`src/rtl/sram_arbiter.sv`:
```
// Shares one asynchronous SRAM among the SPI boot loader, video fetch and the CPU port.
// Boot has absolute priority; video and CPU alternate round-robin when both are pending.
module sram_arbiter #(
    parameter int unsigned ADDR_W        = 18,
    parameter int unsigned STROBE_CYCLES = 1
) (
    input  logic              clk25,
    input  logic              reset,
    input  logic              boot_req,
    input  logic [ADDR_W-1:0] boot_addr,
    input  logic [7:0]        boot_wdata,
    output logic              boot_ack,
    input  logic              vid_req,
    input  logic [ADDR_W-1:0] vid_addr,
    output logic              vid_ack,
    input  logic              cpu_req,
    input  logic              cpu_we,
    input  logic [ADDR_W-1:0] cpu_addr,
    input  logic [7:0]        cpu_wdata,
    output logic              cpu_ack,
    output logic [7:0]        rdata,
    output logic [2:0]        gnt,
    output logic [ADDR_W-1:0] ADR,
    output logic [7:0]        sram_dat_o,
    output logic              sram_dat_oe,
    input  logic [7:0]        sram_dat_i,
    output logic              RAMCS_b,
    output logic              RAMOE_b,
    output logic              RAMWE_b
);
    typedef enum logic [1:0] {StIdle, StSetup, StStrobe, StHold} state_e;

    localparam logic [1:0] CntLoad = 2'(STROBE_CYCLES - 1);

    state_e            r_state, w_state_d;
    logic [1:0]        r_cnt, w_cnt_d;
    logic              r_last_vid;
    logic [ADDR_W-1:0] r_addr;
    logic [7:0]        r_wdata;
    logic              r_we;
    logic [2:0]        r_gnt, r_ack;
    logic [7:0]        r_rdata;
    logic              r_cs_b, r_oe_b, r_we_b, r_dat_oe;

    logic [2:0]        w_elig, w_win;
    logic              w_grant, w_win_we, w_last_cnt;
    logic [ADDR_W-1:0] w_win_addr;
    logic [7:0]        w_win_wdata;
    logic [2:0]        w_gnt_d, w_ack_d;
    logic              w_we_d, w_cs_b_d, w_oe_b_d, w_we_b_d, w_dat_oe_d;

    assign w_last_cnt = (r_cnt == 2'd0);

    // Arbitration; the owner being acked in HOLD may not win again that cycle.
    always_comb begin
        w_elig = {cpu_req, vid_req, boot_req};
        if (r_state == StHold) begin
            w_elig = w_elig & ~r_gnt;
        end
        w_win = 3'b000;
        if (r_state == StIdle || r_state == StHold) begin
            if (w_elig[0]) begin
                w_win = 3'b001;
            end else if (w_elig[1] && w_elig[2]) begin
                w_win = r_last_vid ? 3'b100 : 3'b010;
            end else if (w_elig[1]) begin
                w_win = 3'b010;
            end else if (w_elig[2]) begin
                w_win = 3'b100;
            end
        end
        w_grant     = |w_win;
        w_win_addr  = cpu_addr;
        w_win_wdata = cpu_wdata;
        w_win_we    = cpu_we;
        if (w_win[0]) begin
            w_win_addr  = boot_addr;
            w_win_wdata = boot_wdata;
            w_win_we    = 1'b1;
        end else if (w_win[1]) begin
            w_win_addr  = vid_addr;
            w_win_we    = 1'b0;
        end
    end

    always_comb begin
        w_state_d = r_state;
        w_cnt_d   = r_cnt;
        case (r_state)
            StIdle: begin
                if (w_grant) w_state_d = StSetup;
            end
            StSetup: begin
                w_state_d = StStrobe;
                w_cnt_d   = CntLoad;
            end
            StStrobe: begin
                if (w_last_cnt) w_state_d = StHold;
                else            w_cnt_d   = r_cnt - 2'd1;
            end
            StHold: begin
                w_state_d = w_grant ? StSetup : StIdle;
            end
            default: w_state_d = StIdle;
        endcase
    end

    // Outputs are decoded from the next state so every pad is driven straight from a flop.
    always_comb begin
        w_we_d     = w_grant ? w_win_we : r_we;
        w_gnt_d    = w_grant ? w_win : r_gnt;
        w_cs_b_d   = 1'b1;
        w_oe_b_d   = 1'b1;
        w_we_b_d   = 1'b1;
        w_dat_oe_d = 1'b0;
        w_ack_d    = 3'b000;
        case (w_state_d)
            StIdle: begin
                w_gnt_d = 3'b000;
            end
            StSetup: begin
                w_cs_b_d   = 1'b0;
                w_oe_b_d   = w_we_d;
                w_dat_oe_d = w_we_d;
            end
            StStrobe: begin
                w_cs_b_d   = 1'b0;
                w_oe_b_d   = w_we_d;
                w_we_b_d   = ~w_we_d;
                w_dat_oe_d = w_we_d;
            end
            StHold: begin
                w_cs_b_d   = 1'b0;
                w_dat_oe_d = w_we_d;
                w_ack_d    = w_gnt_d;
            end
            default: begin
                w_gnt_d = 3'b000;
            end
        endcase
    end

    always_ff @(posedge clk25) begin
        if (reset) begin
            r_state    <= StIdle;
            r_cnt      <= 2'd0;
            r_last_vid <= 1'b0;
            r_we       <= 1'b0;
            r_gnt      <= 3'b000;
            r_ack      <= 3'b000;
            r_rdata    <= 8'h00;
            r_cs_b     <= 1'b1;
            r_oe_b     <= 1'b1;
            r_we_b     <= 1'b1;
            r_dat_oe   <= 1'b0;
        end else begin
            r_state  <= w_state_d;
            r_cnt    <= w_cnt_d;
            r_we     <= w_we_d;
            r_gnt    <= w_gnt_d;
            r_ack    <= w_ack_d;
            r_cs_b   <= w_cs_b_d;
            r_oe_b   <= w_oe_b_d;
            r_we_b   <= w_we_b_d;
            r_dat_oe <= w_dat_oe_d;
            if (w_grant && w_win[1]) begin
                r_last_vid <= 1'b1;
            end else if (w_grant && w_win[2]) begin
                r_last_vid <= 1'b0;
            end
            if (r_state == StStrobe && w_last_cnt && !r_we) begin
                r_rdata <= sram_dat_i;
            end
        end
    end

    // Address and write data survive reset so WE_b rises on a stable bus.
    always_ff @(posedge clk25) begin
        if (w_grant && !reset) begin
            r_addr  <= w_win_addr;
            r_wdata <= w_win_wdata;
        end
    end

    assign boot_ack    = r_ack[0];
    assign vid_ack     = r_ack[1];
    assign cpu_ack     = r_ack[2];
    assign gnt         = r_gnt;
    assign rdata       = r_rdata;
    assign ADR         = r_addr;
    assign sram_dat_o  = r_wdata;
    assign sram_dat_oe = r_dat_oe;
    assign RAMCS_b     = r_cs_b;
    assign RAMOE_b     = r_oe_b;
    assign RAMWE_b     = r_we_b;

endmodule

```
`config.mk`:
```
export PLATFORM = sky130hd
export DESIGN_NAME = sram_arbiter
export DESIGN_NICKNAME = d
export VERILOG_FILES = /design/src/rtl/sram_arbiter.sv
export SDC_FILE = /design/constraint.sdc
export NUM_CORES = 1
export LEC_CHECK = 0
export CAP_MARGIN = 20
export CORE_MARGIN = 2
export CORE_UTILIZATION = 25
export DETAILED_ROUTE_END_ITERATION = 10
export PLACE_DENSITY_LB_ADDON = 0.15
export SYNTH_ARGS = -nofsm -noshare
export SYNTH_HDL_FRONTEND = slang
export SYNTH_SLANG_ARGS = --single-unit
```
`constraint.sdc`:
```
create_clock -name clk25 -period 3 [get_ports clk25]
set_input_delay 0.3 -clock clk25 [delete_from_list [all_inputs] [get_ports clk25]]
set_output_delay 0.3 -clock clk25 [all_outputs]
set_load 0.01 [all_outputs]
```
* After elaboration in Yosys (flattened, before gate mapping)
Index checks and enable logic that the tools add are counted.
** Cells by class
- Add/sub/neg operators :: 1
- Eq/ne operators :: 7
- Bitwise gates (word level) :: 7
- Reductions and logical operators :: 23
- Mux-type cells :: 23
** Operators by type and width (count)
- two-way mux 18 bit :: 2
- two-way mux 3 bit :: 8
- OR reduction 2 bit :: 6
- == test 2 bit, second input constant :: 4
- two-way mux 8 bit :: 1
- case mux 2 bit (4 select lines) :: 1
- two-way mux 1 bit :: 7
- logical AND 1 bit :: 6
- zero test 2 bit :: 3
- two-way mux 2 bit :: 3
- OR reduction 3 bit :: 2
- NOT 1 bit :: 5
- == test 2 x 1 -> 1 bit, second input constant :: 2
- case mux 2 bit (2 select lines) :: 1
- nonzero test 2 bit :: 2
- AND 3 bit :: 1
- NOT 3 bit :: 1
- zero test 1 bit :: 2
- != test 2 bit, second input constant :: 1
- AND reduction 2 bit :: 1
- subtractor 2 x 1 -> 2 bit, second input constant :: 1
- logical OR 1 bit :: 1
** Storage, ports and cells
- Register bits :: 50
- Logic and storage cells :: 74

* Longest topological paths before layout
Gate-level depths: netlist of run 1.
- Word-level depth :: 15
- Gate-level depth with buffers :: 8
- Mapped depth without buffers :: 8

* Worst setup path before layout of run 1
No wires, ideal clock.
- Path type :: flip-flop to flip-flop
- Start point :: reg r_state[0]
- End point :: reg r_addr[0] (netlist: ADR[0]), enable pin
- Stages on the path, launching flop included :: 6
- Setup slack :: 0.357 ns
- Clock period less this slack :: 2.643 ns
- Data required time :: 2.591 ns
- Setup time :: 0.409 ns
- Arrival time :: 2.234 ns
- Buffers on the path :: 0
- Cells stage by stage :: dfxtp_1 > inv_1 > ha_1 > inv_1 > o31ai_1 > nor2_1
** Between the ends
- Longest elaborated chain between the ends :: 9
** Ends and longest elaborated chain
- start, declared :: RTL line 35 : state_e r_state, w_state_d;
- start signal, assigned :: RTL line 145 : r_state <= StIdle;
- start signal, assigned :: RTL line 157 : r_state <= w_state_d;
- == test 2 bit :: RTL line 57, 61
- two-way mux 3 bit :: RTL line 57 : if (r_state == StHold) begin
- two-way mux 3 bit :: RTL line 68 : end else if (w_elig[2]) begin
- two-way mux 3 bit :: RTL line 66 : end else if (w_elig[1]) begin
- two-way mux 3 bit :: RTL line 64 : end else if (w_elig[1] && w_elig[2]) begin
- two-way mux 3 bit :: RTL line 62 : if (w_elig[0]) begin
- two-way mux 3 bit (*) :: RTL line 61 : if (r_state == StIdle || r_state == StHold) begin
- OR reduction 3 bit (*) :: RTL line 72 : w_grant = |w_win;
- logical AND 1 bit (*) :: RTL line 179 : if (w_grant && !reset) begin
- end signal, assigned :: RTL line 180 : r_addr <= w_win_addr;
- end, declared :: RTL line 38 : logic [ADDR_W-1:0] r_addr;
Every way passes the cells marked *; elsewhere a longest branch is shown, timed or not.
A chain may end at the register's enable or synchronous reset.

* Worst setup path in the final report of run 1
- Start point :: reg r_state[0]
- End point :: reg r_wdata[7] (netlist: sram_dat_o[7]), data pin
** Between the ends
- Longest elaborated chain between the ends :: 7
** Ends and longest elaborated chain
- == test 2 bit :: RTL line 57, 61
- two-way mux 3 bit :: RTL line 57
- two-way mux 3 bit or logical AND 1 bit (tied branches) :: RTL line 66, 64
- two-way mux 3 bit :: RTL line 64
- two-way mux 3 bit :: RTL line 62
- two-way mux 3 bit (*) :: RTL line 61
- two-way mux 8 bit (*) :: RTL line 76 : if (w_win[0]) begin
- named net w_win_wdata[7] :: RTL line 48 : logic [7:0] w_win_wdata;
- end signal, assigned :: RTL line 181 : r_wdata <= w_win_wdata;
- end, declared :: RTL line 39 : logic [7:0] r_wdata;
Mark *: on every way through the listed nets, which the timed path passes. The rest lies on a longest branch.

==> results.yml, run 1 <==
run_status:
  status: "finished, final reports clean"
grt:
  grt_pass1_wl_mm: 9.69
  grt_max_degree: 30
  grt_pass1_vias: 1958
  grt_usage_pct: 12.3
  grt_overflow: 0
  antenna_found_initial: 0
place:
  place_inst: 451
  gp_congestion: 0.757
  portBuffers: 127
  place_hpwl_mm: 4.77
cts:
  cts_max_level: 2
  clk_path_buf_depth: 2
  cts-hold-fix-buffers: 0
  cts.sinks: 50
  cts_made_buffers: 5
  clk_latency_ns: 0.30
  cts_tree: "built"
  ctsResizeCount: 0
  cts_setup_buffers: 0
  cts_root_buffer: "clkbuf_8"
  clk_pin_slew_ns: 0.09
hold_path:
  hold_path.class: "flip-flop to flip-flop"
  holdCritStartpoint: "r_cnt[1]"
  min_path_cells: 2
  min_to: "r_cnt[1]"
finish:
  n_fill_cell: 862
  stdcell_count: 459
  mostFrequentLayoutCells: "127 x clkdlybuf4s50_1, 39 x nand2_1, 39 x nor2_1"
  final_common_cell: "clkdlybuf4s50_1"
  fin_nets: 440
  area_delta_synth_final_pct: 65.0
  layout-drive-gt1-share_pct: 9.12
  finish.utilization_pct: 43.0
  multi_input_area_um2: 946
  diodes: 0
  regArea_um2: 1260
critical_path:
  worstSetupEndpointType: "flip-flop"
  required_ns: 3.06
  cpPeakStageDelay_ns: 0.44
  cp_top_family: "buffers and inverters"
  crit_buf_inv: 3
  cp_max_fo: 29
  reg2reg_depth: 6
  r2r_end: "sram_dat_o[7]"
  r2r_slack_ns: 0.69
  crit_arrival_ns: 2.37
  cp-start-kind: "flip-flop"
  cp_common_cell: "inv_1"
  crit_path_start: "r_state[0]"
  path_cells: "inv_1 -> ha_1 -> inv_1 -> nand2_2 -> buf_12 -> mux2_2"
  slowest_stage: "ha_1"
  r2r_start: "r_state[0]"
  criticalPathCategory: "flip-flop to flip-flop"
  critical_path_depth: 6
routing:
  totalWireLength_mm: 6.35
  viasPerCell: 4.53
  vias: 2080
  drt-initial-drc-count: 69
  wl_per_cell_um: 13.8
  dr.pass1.iters: 4
  drc: 0
  antenna_left: 0
yosys:
  synth_top_area_cell: "edfxtp_1"
  yosys_warnings: 0
  synth_cells: 222
  synth_area_um2: 2290
  synth_flop_cell: "edfxtp_1"
  synth_top_area_share_pct: 34.0
  syn_nets: 312
  synth_cell_types: 34
  yosysSeqAreaShare_pct: 55.0
  synth_seq_cells: 50
  syn_area_per_cell_um2: 10.3
  async_flop_share_pct: 0
  synth_edf_count: 26
  synth.area.top_cells: "edfxtp_1 34%, dfxtp_1 21%, nand2_1 6.5%, nor2_1 6.5%, a31oi_1 5.2%"
floorplanning:
  initial_core_util_pct: 26.0
  fp.dieH_um: 99.8
  die_area_um2: 9960
  rows: 34
  die_x_um: 99.8
  coreArea_um2: 8810
  ioPinCount: 128
timing:
  rsz0062_at_grt: "no"
  setup_viol: 0
  fin_crit_ns: 2.31
  slew_headroom_pct: 61.7
  hold_viol_final: 0
  fin_skew_ns: 0.00303
  period_share_pct: 77.1
  fin_setup_tns_ns: 0
  tightest_slew_ns: 0.575
  max_freq_mhz: 432
  drv_slew: 0
run:
  max_cap_viol_count: 0
power_and_ir_drop:
  irDropWorstVdd_mv: 0.346
  power.density_nw_per_um2: 764
  p_total_mw: 2.89
  p_leak_nw: 1.44
[Yosys cell counts, types with 3 or more instances]
cell type  number
a21boi_2        3
a21oi_1         7
a31oi_1        19
buf_2           4
clkbuf_1        4
dfxtp_1        24
edfxtp_1       26
ha_1            6
inv_1           8
mux2_2          8
mux2i_1         8
nand2_1        40
nor2_1         40
[worst reg2reg max path, stage by stage (launching register included)]
cell	delay [ns]
dfxtp_1	0.37
inv_1	0.09
ha_1	0.44
inv_1	0.20
nand2_2	0.39
buf_12	0.25
mux2_2	0.35
[logic make-up after synthesis]
kind of cell / Yosys count / synth area share, %
mux: 16 / 7.42
flops: 50 / 55.0
buf+inv: 19 / 3.98
fa+ha+maj: 6 / 3.27
compound gates: 43 / 15.1
simple gates: 88 / 15.2
[per-stage QoR]
stage / cell area [um2] / hold WS (ns) / worst slack, ns
4_1_cts: 3780 / 0.504 / 0.679
2_1_floorplan: 2290 / 0.444 / 0.357
3_3_place_gp: 3690 / 0.474 / 0.753
3_5_place_dp: 3690 / 0.481 / 0.698
6_report: 3780 / 0.494 / 0.686
5_1_grt: 3780 / 0.540 / 0.506
[cell type report]
cell class / instances / area share [%]
Clock inverter: 1 / 0.132
Timing Repair Buffer: 132 / 34.9
Inverter: 8 / 0.793
Tap cell: 108 / 3.57
Multi-Input combinational cell: 153 / 25.0
Sequential cell: 50 / 33.3
Clock buffer: 7 / 2.28
[report_power, final]
| part | internal (mW) | total, mW | switching (mW) |
|---|---|---|---|
| logic | 0.700 | 1.41 | 0.714 |
| clock network | 0.186 | 0.399 | 0.213 |
| registers | 0.998 | 1.08 | 0.0791 |
[metal layers]
layer	routed length (um)	share of wire, %	GRT usage, %	vias up
li1	-	-	-	1031
met1	2830	45	15.5	948
met2	2860	45	20.3	95
met3	599	9.4	4.18	6
met4	58	0.91	3.27	0
met5	0	0	0	-
[sequential cells by signal, indices dropped and copies added, names as in the netlist, 2 cells and up]
name,cells
r_state,2
ADR,18
gnt,3
r_ack,3
r_cnt,2
rdata,8
sram_dat_o,8
[worst max-delay path by stage]
stage | end | slack, ns
5_1_grt | sram_dat_o[7] | 0.51
4_1_cts | sram_dat_o[7] | 0.68
2_1_floorplan | ADR[0] | 0.36
3_3_place_gp | sram_dat_o[7] | 0.75
6_report | sram_dat_o[7] | 0.69
3_5_place_dp | sram_dat_o[7] | 0.70
Note: power is estimated with default switching activity, not from simulation.
==> run 2, diff against run 1 <==
==> constraint.sdc (replaced) <==
create_clock -name clk25 -period 2.1 [get_ports clk25]
set_input_delay 0.21 -clock clk25 [delete_from_list [all_inputs] [get_ports clk25]]
set_output_delay 0.21 -clock clk25 [all_outputs]
set_load 0.01 [all_outputs]
==> results.yml, run 2 (synthesis gave the netlist of run 1 again) <==
run_status:
  status: "finished, final reports clean"
floorplanning:
  die_area_um2: 9960
  coreArea_um2: 8810
  ioPinCount: 128
  fp.dieH_um: 99.8
  initial_core_util_pct: 26.0
  rows: 34
  die_x_um: 99.8
place:
  place_hpwl_mm: 4.95
  portBuffers: 127
  gp_congestion: 0.854
  dpl_cell_area_um2: 3770
critical_path:
  required_ns: 2.29
  cp-start-kind: "flip-flop"
  path_cells: "ha_2 -> a21boi_2 -> o31ai_1 -> o21ba_2 -> ha_1 -> inv_1 -> a211o_1"
  slowest_stage: "o31ai_1"
  crit_arrival_ns: 2.12
  cp_top_family: "compound AO/OA/AOI/OAI gates"
  cp_max_fo: 7
  crit_buf_inv: 1
  cpPeakStageDelay_ns: 0.39
  criticalPathCategory: "flip-flop to flip-flop"
  r2r_slack_ns: 0.17
  worstSetupEndpointType: "flip-flop"
routing:
  vias: 2088
  drt-initial-drc-count: 81
  totalWireLength_mm: 6.78
  drc: 0
  wl_per_cell_um: 14.7
  antenna_left: 0
  viasPerCell: 4.51
  dr.pass1.iters: 4
finish:
  area_delta_synth_final_pct: 68.5
  mostFrequentLayoutCells: "127 x clkdlybuf4s50_1, 39 x nand2_1, 39 x nor2_1"
  finish.utilization_pct: 43.9
  layout-drive-gt1-share_pct: 11.0
  final_area_um2: 3860
  largest_reg_flops: 18
  final_common_cell: "clkdlybuf4s50_1"
  fin_nets: 444
  diodes: 0
cts:
  cts_made_buffers: 5
  cts_max_level: 2
  cts-hold-fix-buffers: 0
  clk_latency_ns: 0.30
  clk_path_buf_depth: 2
  clk_pin_slew_ns: 0.09
  cts.sinks: 50
  cts_tree: "built"
  cts_root_buffer: "clkbuf_8"
hold_path:
  hold_path.class: "flip-flop to flip-flop"
power_and_ir_drop:
  power.density_nw_per_um2: 1110
  p_leak_nw: 1.47
  irDropWorstVdd_mv: 0.413
run:
  max_cap_viol_count: 0
timing:
  fin_crit_ns: 1.93
  fin_setup_tns_ns: 0
  tightest_slew_ns: 0.471
  drv_slew: 0
  setup_viol: 0
  period_share_pct: 91.8
  max_freq_mhz: 519
  hold_viol_final: 0
  fin_skew_ns: 0.00824
  slew_headroom_pct: 68.4
  rsz0062_at_grt: "no"
grt:
  grt_pass1_vias: 2099
  grt_overflow: 0
  antenna_found_initial: 0
  grt_pass1_wl_mm: 10.7
  grt_usage_pct: 13.6
  grt_max_degree: 29
[run 2: changes by cell type in the layout (fill, tap and decap cells not counted), sizes merged]
cell	delta
buf	+4
[run 2: final cells by class]
cell class                 count  area [um2]
fill                         839        4940
timing repair buffer         136        1390
sequential                    50        1260
multi-input combinational    153         957
tap                          108         135
clock buffer                   7        86.3
inverter                       8        30.0
clock inverter                 1        5.00
[run 2: path summary, 6_finish.rpt]
| path | startpoint | endpoint | cells past startpoint |
|---|---|---|---|
| worst min register to register | r_cnt[1] | r_cnt[1] | 2 |
| worst min-delay path | r_cnt[1] | r_cnt[1] | 2 |
| worst max-delay path | r_state[0] | RAMWE_b | 7 |
| worst max register to register | r_state[0] | RAMWE_b | 7 |
[run 2: worst min-delay path, stage by stage, from the launching register on]
cell and delay [ns]:
dfxtp_1 0.33, a21oi_1 0.06, nor2_1 0.07
[run 2: timing repair]
action,in CTS,in global routing
resized for setup,0,3
setup endpoints to repair,0,2
setup buffers,0,0
[run 2: per-stage QoR]
step                      hold WS (ns)  total power [mW]  cells  setup WS [ns]
after floorplan                  0.354              2.67    222         0.0339
after global placement           0.472              3.71    455          0.158
after detailed placement         0.480              3.74    455          0.104
after CTS                        0.494              4.34    463         0.0998
after global routing             0.523              4.64    463         0.0391
final                            0.494              4.29    463          0.173
[run 2: power breakdown]
| part | internal, mW | switching, mW | total, mW |
|---|---|---|---|
| Clock | 0.267 | 0.318 | 0.585 |
| Sequential | 1.42 | 0.111 | 1.53 |
| Combinational | 1.10 | 1.07 | 2.17 |
| Total | 2.79 | 1.50 | 4.29 |
[run 2: routing by layer]
layer / routed length (um) / vias up / part of all wire (%) / track usage, %
li1: - / 1038 / - / -
met3: 554 / 6 / 8.2 / 3.90
met1: 3070 / 957 / 45 / 18.0
met4: 69 / 0 / 1.0 / 3.58
met5: 0 / - / 0 / 0
met2: 3090 / 87 / 46 / 21.8
